## config.mk

```make
export PLATFORM = sky130hd
export DESIGN_NAME = proj_sort_feeder_flat
export DESIGN_NICKNAME = d
export VERILOG_FILES = /design/src/rtl/proj_sort_feeder_if.sv /design/src/rtl/proj_sort_feeder.sv /design/src/flat_wrapper.sv
export SDC_FILE = /design/constraint.sdc
export NUM_CORES = 1
export LEC_CHECK = 0
export CORE_UTILIZATION = 30
export DETAILED_ROUTE_END_ITERATION = 10
export PLACE_DENSITY_LB_ADDON = 0.05
export SLEW_MARGIN = 25
export SYNTH_ARGS = -nofsm -noshare
export SYNTH_HDL_FRONTEND = slang
export SYNTH_SLANG_ARGS = --single-unit
```

## constraint.sdc

```tcl
create_clock -name clk -period 2.3 [get_ports clk]
set_input_delay 0.69 -clock clk [delete_from_list [all_inputs] [get_ports clk]]
set_output_delay 0.69 -clock clk [all_outputs]
set_load 0.01 [all_outputs]
```

## src/rtl/proj_sort_feeder_if.sv

```systemverilog
// proj_sort_feeder_if
//   Groups the feeder's hasher-side handshake, the sorter input bus and the
//   result handshake with the downstream extender.
//   slave  : the feeder (drives hash_ready and the sort_* / end_sorting bus)
//   master : the surrounding hasher / sorter / extender side
//   Signals:
//     hash_valid, hash_signature : hasher beat
//     hash_ready                 : feeder can accept a beat
//     sort_signature, sort_index : sorter in_signature / in_index
//     sort_clr                   : active-high sorter clear
//     end_sorting                : sorter result valid while high
//     res_ready                  : downstream has consumed the result
interface proj_sort_feeder_if #(
    parameter int INDICE_LEN    = 6,
    parameter int SIGNATURE_LEN = 32
);
    logic                     hash_valid;
    logic                     hash_ready;
    logic [SIGNATURE_LEN-1:0] hash_signature;
    logic [SIGNATURE_LEN-1:0] sort_signature;
    logic [INDICE_LEN-1:0]    sort_index;
    logic                     sort_clr;
    logic                     end_sorting;
    logic                     res_ready;

    modport slave (
        input  hash_valid, hash_signature, res_ready,
        output hash_ready, sort_signature, sort_index, sort_clr, end_sorting
    );

    modport master (
        output hash_valid, hash_signature, res_ready,
        input  hash_ready, sort_signature, sort_index, sort_clr, end_sorting
    );
endinterface

```

## src/rtl/proj_sort_feeder.sv

```systemverilog
// proj_sort_feeder
//   Front-end sequencer for the MinHash sorter. Accepts hashed signatures,
//   tags each with a running index, feeds one pair per cycle to the sorter's
//   free-running input (all-ones bubbles between beats), clears the sorter
//   between sets and holds end_sorting until the result is consumed.
//   Ports:
//     clk, rst : clock, asynchronous active-high reset
//     start    : begin a new set (sampled in IDLE only)
//     abort    : restart the current set (only with PROJ_SORT_FEEDER_ABORT_EN)
//     busy     : high in every state except IDLE
//     done     : one-cycle pulse when a set completes
//     bus      : proj_sort_feeder_if.slave (hasher, sorter and result signals)
//   Build option: define PROJ_SORT_FEEDER_ABORT_EN to add the abort input.
//
//   state | meaning
//   IDLE  | waiting for start, bubble output
//   CLEAR | one-cycle sorter clear, beat counter reset
//   FEED  | accepting beats from the hasher
//   FLUSH | last beat on sorter inputs, sorter captures it this cycle
//   HOLD  | end_sorting high until res_ready
module proj_sort_feeder #(
    parameter int INDICE_LEN     = 6,
    parameter int SIGNATURE_LEN  = 32,
    parameter int NUM_SIGNATURES = 64
) (
    input  logic clk,
    input  logic rst,
    input  logic start,
`ifdef PROJ_SORT_FEEDER_ABORT_EN
    input  logic abort,
`endif
    output logic busy,
    output logic done,
    proj_sort_feeder_if.slave bus
);
    localparam int CNT_W = INDICE_LEN + 1;
    localparam logic [CNT_W-1:0] LAST_CNT = CNT_W'(NUM_SIGNATURES - 1);

    typedef enum logic [2:0] {IDLE, CLEAR, FEED, FLUSH, HOLD} state_t;

    state_t           state;
    state_t           next_state;
    logic [CNT_W-1:0] cnt;
    logic             abort_req;
    logic             accept;

`ifdef PROJ_SORT_FEEDER_ABORT_EN
    assign abort_req = abort && (state != IDLE);
`else
    assign abort_req = 1'b0;
`endif

    // An abort wins over a simultaneous handshake; that beat is dropped.
    assign accept         = (state == FEED) && bus.hash_valid && !abort_req;
    assign bus.hash_ready = (state == FEED);
    assign busy           = (state != IDLE);

    always_ff @(posedge clk or posedge rst) begin
        if (rst) begin
            state <= IDLE;
        end else begin
            state <= next_state;
        end
    end

    always_comb begin
        next_state = state;
        case (state)
            IDLE:    if (start) next_state = CLEAR;
            CLEAR:   next_state = FEED;
            FEED:    if (accept && (cnt == LAST_CNT)) next_state = FLUSH;
            FLUSH:   next_state = HOLD;
            HOLD:    if (bus.res_ready) next_state = IDLE;
            default: next_state = IDLE;
        endcase
        if (abort_req) next_state = CLEAR;
    end

    // Registered outputs. sort_clr comes up in reset and stays high until the
    // first edge after reset release, keeping the sorter cleared meanwhile.
    always_ff @(posedge clk or posedge rst) begin
        if (rst) begin
            cnt                <= '0;
            bus.sort_signature <= '1;
            bus.sort_index     <= '0;
            bus.sort_clr       <= 1'b1;
            bus.end_sorting    <= 1'b0;
            done               <= 1'b0;
        end else begin
            bus.sort_clr    <= (next_state == CLEAR);
            bus.end_sorting <= (next_state == HOLD);
            done            <= (state == HOLD) && bus.res_ready && !abort_req;
            if (accept) begin
                bus.sort_signature <= bus.hash_signature;
                bus.sort_index     <= cnt[INDICE_LEN-1:0];
                cnt                <= cnt + CNT_W'(1);
            end else begin
                bus.sort_signature <= '1;
                bus.sort_index     <= '0;
                if (state == CLEAR) cnt <= '0;
            end
        end
    end
endmodule

```

## src/flat_wrapper.sv

```systemverilog
// flat-port wrapper written by rule: the top's interface ports become plain ports
module proj_sort_feeder_flat 
#(
    parameter int INDICE_LEN     = 6,
    parameter int SIGNATURE_LEN  = 32,
    parameter int NUM_SIGNATURES = 64
)
  (clk, rst, start, busy, done, bus_hash_valid, bus_hash_signature, bus_res_ready, bus_hash_ready, bus_sort_signature, bus_sort_index, bus_sort_clr, bus_end_sorting);
  proj_sort_feeder_if #(.INDICE_LEN(INDICE_LEN), .SIGNATURE_LEN(SIGNATURE_LEN)) bus_i ();
  input  logic clk;
  input  logic rst;
  input  logic start;
  output logic busy;
  output logic done;
  input wire logic [$bits(bus_i.hash_valid)-1:0] bus_hash_valid;
  input wire logic [$bits(bus_i.hash_signature)-1:0] bus_hash_signature;
  input wire logic [$bits(bus_i.res_ready)-1:0] bus_res_ready;
  output wire logic [$bits(bus_i.hash_ready)-1:0] bus_hash_ready;
  output wire logic [$bits(bus_i.sort_signature)-1:0] bus_sort_signature;
  output wire logic [$bits(bus_i.sort_index)-1:0] bus_sort_index;
  output wire logic [$bits(bus_i.sort_clr)-1:0] bus_sort_clr;
  output wire logic [$bits(bus_i.end_sorting)-1:0] bus_end_sorting;
  assign bus_i.hash_valid = bus_hash_valid;
  assign bus_i.hash_signature = bus_hash_signature;
  assign bus_i.res_ready = bus_res_ready;
  assign bus_hash_ready = bus_i.hash_ready;
  assign bus_sort_signature = bus_i.sort_signature;
  assign bus_sort_index = bus_i.sort_index;
  assign bus_sort_clr = bus_i.sort_clr;
  assign bus_end_sorting = bus_i.end_sorting;
  proj_sort_feeder #(.INDICE_LEN(INDICE_LEN), .SIGNATURE_LEN(SIGNATURE_LEN), .NUM_SIGNATURES(NUM_SIGNATURES)) u_core (.clk(clk), .rst(rst), .start(start), .busy(busy), .done(done), .bus(bus_i));
endmodule
```

## Yosys cells after proc, flatten, opt, wreduce, memory -nomap -nowiden

Index checks and enable logic that the tools add are counted.

| operators by class | value |
|---|---|
| reductions and logical operators | 6 |
| add/subtract/negate cells | 1 |
| equal/unequal tests | 7 |
| muxes and demuxes | 8 |

Operators by type and width:

| cell | number |
|---|---|
| 32-bit 2-to-1 mux | 1 |
| 3-bit one-hot mux with 5 select lines | 1 |
| 7-bit 2-to-1 mux | 2 |
| 3-bit 2-to-1 mux | 3 |
| 7-bit by 1-bit adder with 7-bit output (second input constant) | 1 |
| 7-bit by 6-bit equality test with 1-bit output (second input constant) | 1 |
| 3-bit by 1-bit equality test with 1-bit output (second input constant) | 2 |
| 3-bit by 2-bit equality test with 1-bit output (second input constant) | 2 |
| 3-bit equality test (second input constant) | 2 |
| 6-bit 2-to-1 mux | 1 |
| 1-bit logical AND | 3 |
| 3-bit logical NOT | 1 |
| 3-bit nonzero test | 1 |
| 2-bit nonzero test | 1 |

| storage, ports and cells | value |
|---|---|
| bits of input ports | 37 |
| register bits after elaboration | 51 |
| output and inout bits | 43 |
| logic and storage cells | 29 |

## Longest topological paths before layout

| depth | value |
|---|---|
| depth after elaboration | 6 |
| depth in mapped cells | 4 |
| depth with buffers taken out | 4 |

## Worst setup path after synthesis

Ideal clock, no wire load.

| path | value |
|---|---|
| kind | reg2out |
| from | register u_core.state[0] |
| to | output port busy |
| path slack | 739 ps |
| arrival | 871 ps |
| stages on the path, launching flop included | 3 |
| path through | dfrtp_1 buf_6 or3_4 |

| between the ends | value |
|---|---|
| word-level cells in the longest chain between the ends | 1 |

Ends and longest elaborated chain:

| element | RTL line | RTL |
|---|---|---|
| start: declaration | proj_sort_feeder.sv:41 | `state_t state;` |
| start signal: assignment | proj_sort_feeder.sv:62 | `state <= next_state;` |
| 3-bit nonzero test | proj_sort_feeder.sv:56 | `assign busy = (state != IDLE);` |
| end: declaration | flat_wrapper.sv:13 | `output logic busy;` |

No other way between the ends.

## Worst setup path in the final report

| path | value |
|---|---|
| from | register u_core.bus.sort_signature[5] |
| to | output port bus_sort_signature[5] |

RTL lines:

| element | RTL line | RTL |
|---|---|---|
| start: declaration | proj_sort_feeder_if.sv:28 | `output hash_ready, sort_signature, sort_index, sort_clr, end_sorting` |
| start signal: assignment | proj_sort_feeder.sv:94 | `bus.sort_signature <= bus.hash_signature;` |
| end: declaration | flat_wrapper.sv:19 | `output wire logic [$bits(bus_i.sort_signature)-1:0] bus_sort_signature;` |

No word-level cell between the ends.

==> impl_metrics.tcl <==
set metrics [dict create \
    outcome "finished, final reports clean" \
    area_delta_synth_final_pct 51.3 \
    crit_family "buffers and inverters" \
    synth_fp_nets 182 \
    cts_made_buffers 5 \
    place_area_um2 2810 \
    final_cell_mix "clkdlybuf4s50_1, nand2b_1, dfstp_2, dfrtp_1, nand2_1" \
    fin_nets 267 \
    clk_path_buf_depth 2 \
    finalMaxSlewViolations 0 \
    grt_pass1_vias 1336 \
    crit_slowest_cell "clkdlybuf4s50_1" \
    row_count 28 \
    peakVddDrop_mv 0.528 \
    dieArea_um2 6730 \
    yosysWarnings 0 \
    path_max_fanout 1 \
    total_leakage_power_nw 1.20 \
    cap_violations 0 \
    via_per_inst 4.32 \
    cp.arrival_ps 1360 \
    cts_hold_buf 0 \
    root_buffer "clkbuf_8" \
    slowest_delay_ps 540 \
    seqCellArea_um2 1320 \
    core_area_um2 6060 \
    ios 80 \
    cts.clk_slew.worst_paths_ps 90 \
    fin_crit_ps 2050 \
    rrSetupSlack_ps 810 \
    wl_per_cell_um 12.4 \
    layout-drive-gt1-share_pct 24.3 \
    start_kind "flop" \
    crit_cells 1 \
    grt_max_degree 52 \
    fillers 552 \
    synth_area_um2 1920 \
    postLayoutCoreUtil_pct 48.0 \
    antenna_found_initial 0 \
    p_total_mw 2.56 \
    gr-total-overflow 0 \
    post-place-ws_ps 221 \
    hold_viol_final 0 \
    ant_nets 0 \
    synth.distinct_cells 29 \
    grtUsageTotal_pct 12.1 \
    whs_endpoint "u_core.bus.sort_clr$_DFF_PP1_" \
    power_density_nw_per_um2 879 \
    place_hpwl_um 2730 \
    syn_inst 144 \
    crit_chain "clkdlybuf4s50_1" \
    setup_viol 0 \
    diodes 0 \
    syn_area_per_cell_um2 13.3 \
    fmax_ghz 0.488 \
    initial_core_util_pct 31.7 \
    place_congestion 0.697 \
    final_area_um2 2910 \
    tns_ps 0 \
    hold_depth 2 \
    drc 0 \
    critPathRequiredTime_ps 1610 \
    hold_slack_ps 516 \
    routed_wl_um 3780 \
    endpoint_kind "output port" \
    layout_setup_ws_ps 251 \
    first_pass_iters 4 \
    relSlewSlack_pct 82.8 \
    stdcell_count 305 \
    multi_input_area_um2 541 \
    layout_commonest_cell "clkdlybuf4s50_1" \
    ys_seq_area_share_pct 68.6 \
    worstMarginPinSlew_ps 258 \
    crit_type "reg2out" \
    vias 1318 \
    grt_pass1_wl_um 5910 \
    ff2ff_path_depth 4 \
    hold_start "u_core.state[1]$_DFF_PP0_" \
    cts.sinks 51 \
    crit_buf_inv 1 \
    rsz0062_at_grt "false" \
    first_iter_violations 22 \
    chipHeight_um 82.0 \
    worst_clock_skew_ps 6.68 \
    htreeDepth 2 \
    dpl.cell_count 296 \
    hold_class "reg2reg" \
    clk_latency_ps 290 \
    yosys_register_bits 51 \
    portBuffers 79 \
    rr_startpoint "u_core.state[2]$_DFF_PP0_" \
    finalCritPeriodShare_pct 89.1 \
    die_w_um 82.0 \
    cts_tree "yes" \
    r2r-end "u_core.bus.sort_index[0]$_DFF_PP0_" \
]
==> state kept, by name, summed over array words and instances, names as in the netlist <==
signal / count
u_core.bus.sort_signature: 32
u_core.cnt: 7
u_core.bus.sort_index: 6
u_core.state: 3
u_core.bus.end_sorting: 1
u_core.bus.sort_clr: 1
u_core.done: 1
==> layer usage <==
layer	part of all wire, %	up-vias	track usage, %
li1	-	629	-
met1	41	638	13.2
met2	50	45	21.2
met3	7.5	6	3.78
met4	1.6	0	5.26
met5	0	-	0
==> logic make-up after synthesis <==
| kind of cell | count (synthesis) | share of synthesized area, % |
|---|---|---|
| simple gates | 65 | 21.0 |
| xor+xnor | 1 | 0.456 |
| flops | 51 | 68.6 |
| buf+inv | 11 | 3.26 |
| fa+ha+maj | 1 | 0.651 |
| compound gates | 10 | 3.32 |
| mux | 5 | 2.74 |
==> cells in the mapped netlist <==
cell | instances | area (µm²)
a21oi_1 | 2 | 10.0
a31o_2 | 1 | 8.76
and2_1 | 6 | 37.5
and3_1 | 3 | 18.8
and4bb_2 | 1 | 12.5
buf_2 | 5 | 25.0
buf_6 | 2 | 22.5
dfrtp_1 | 18 | 450
dfstp_2 | 33 | 867
ha_1 | 1 | 12.5
inv_1 | 4 | 15.0
mux2_2 | 2 | 22.5
mux2i_1 | 3 | 30.0
nand2_1 | 8 | 30.0
nand2_2 | 1 | 6.26
nand2b_1 | 34 | 213
nand3b_1 | 3 | 22.5
nand4_1 | 2 | 12.5
nor2_1 | 2 | 7.51
nor2_2 | 1 | 6.26
nor2b_1 | 1 | 6.26
nor3b_1 | 1 | 7.51
o21ai_0 | 3 | 15.0
o22a_1 | 1 | 8.76
o22ai_1 | 2 | 12.5
o2bb2ai_1 | 1 | 8.76
or3_4 | 1 | 11.3
or3b_4 | 1 | 11.3
xnor2_1 | 1 | 8.76
==> repair_timing <==
action,4_1_cts,5_1_grt
resized for setup,1,2
gates cloned,0,0
setup endpoints to repair,1,2
setup buffers,1,0
pin swaps,0,0
endpoints found under the hold margin,0,0
==> worst max-delay path by stage <==
stage,start,end,slack [ps]
4_1_cts,u_core.state[1]$_DFF_PP0_,bus_hash_ready,20
2_1_floorplan,rst,u_core.bus.end_sorting$_DFF_PP0_,440
6_report,u_core.bus.sort_signature[5]$_DFF_PP1_,bus_sort_signature[5],250
5_1_grt,u_core.bus.sort_signature[22]$_DFF_PP1_,bus_sort_signature[22],210
3_3_place_gp,bus_hash_valid,u_core.bus.sort_signature[10]$_DFF_PP1_,260
3_5_place_dp,bus_hash_valid,u_core.bus.sort_signature[25]$_DFF_PP1_,220
==> area by class of cell <==
type	instances	area share [%]
inverters	4	0.517
repair buffers	85	29.4
clock buffers	6	2.50
clock inverters	2	0.430
multi-input cells	82	18.6
flip-flops and latches	51	45.4
well taps	75	3.23
==> report_power, final <==
part / switching (mW) / internal [mW] / leakage [nW]
registers: 0.0788 / 1.13 / 0.590
logic: 0.375 / 0.483 / 0.571
clock network: 0.274 / 0.213 / 0.0412
total: 0.728 / 1.83 / 1.20
==> worst min-delay path, stage by stage (launching register included) <==
cell     delay (ps)
dfrtp_1         360
or3_4           130
nor2_2           30
(Power assumes the default switching activity.)
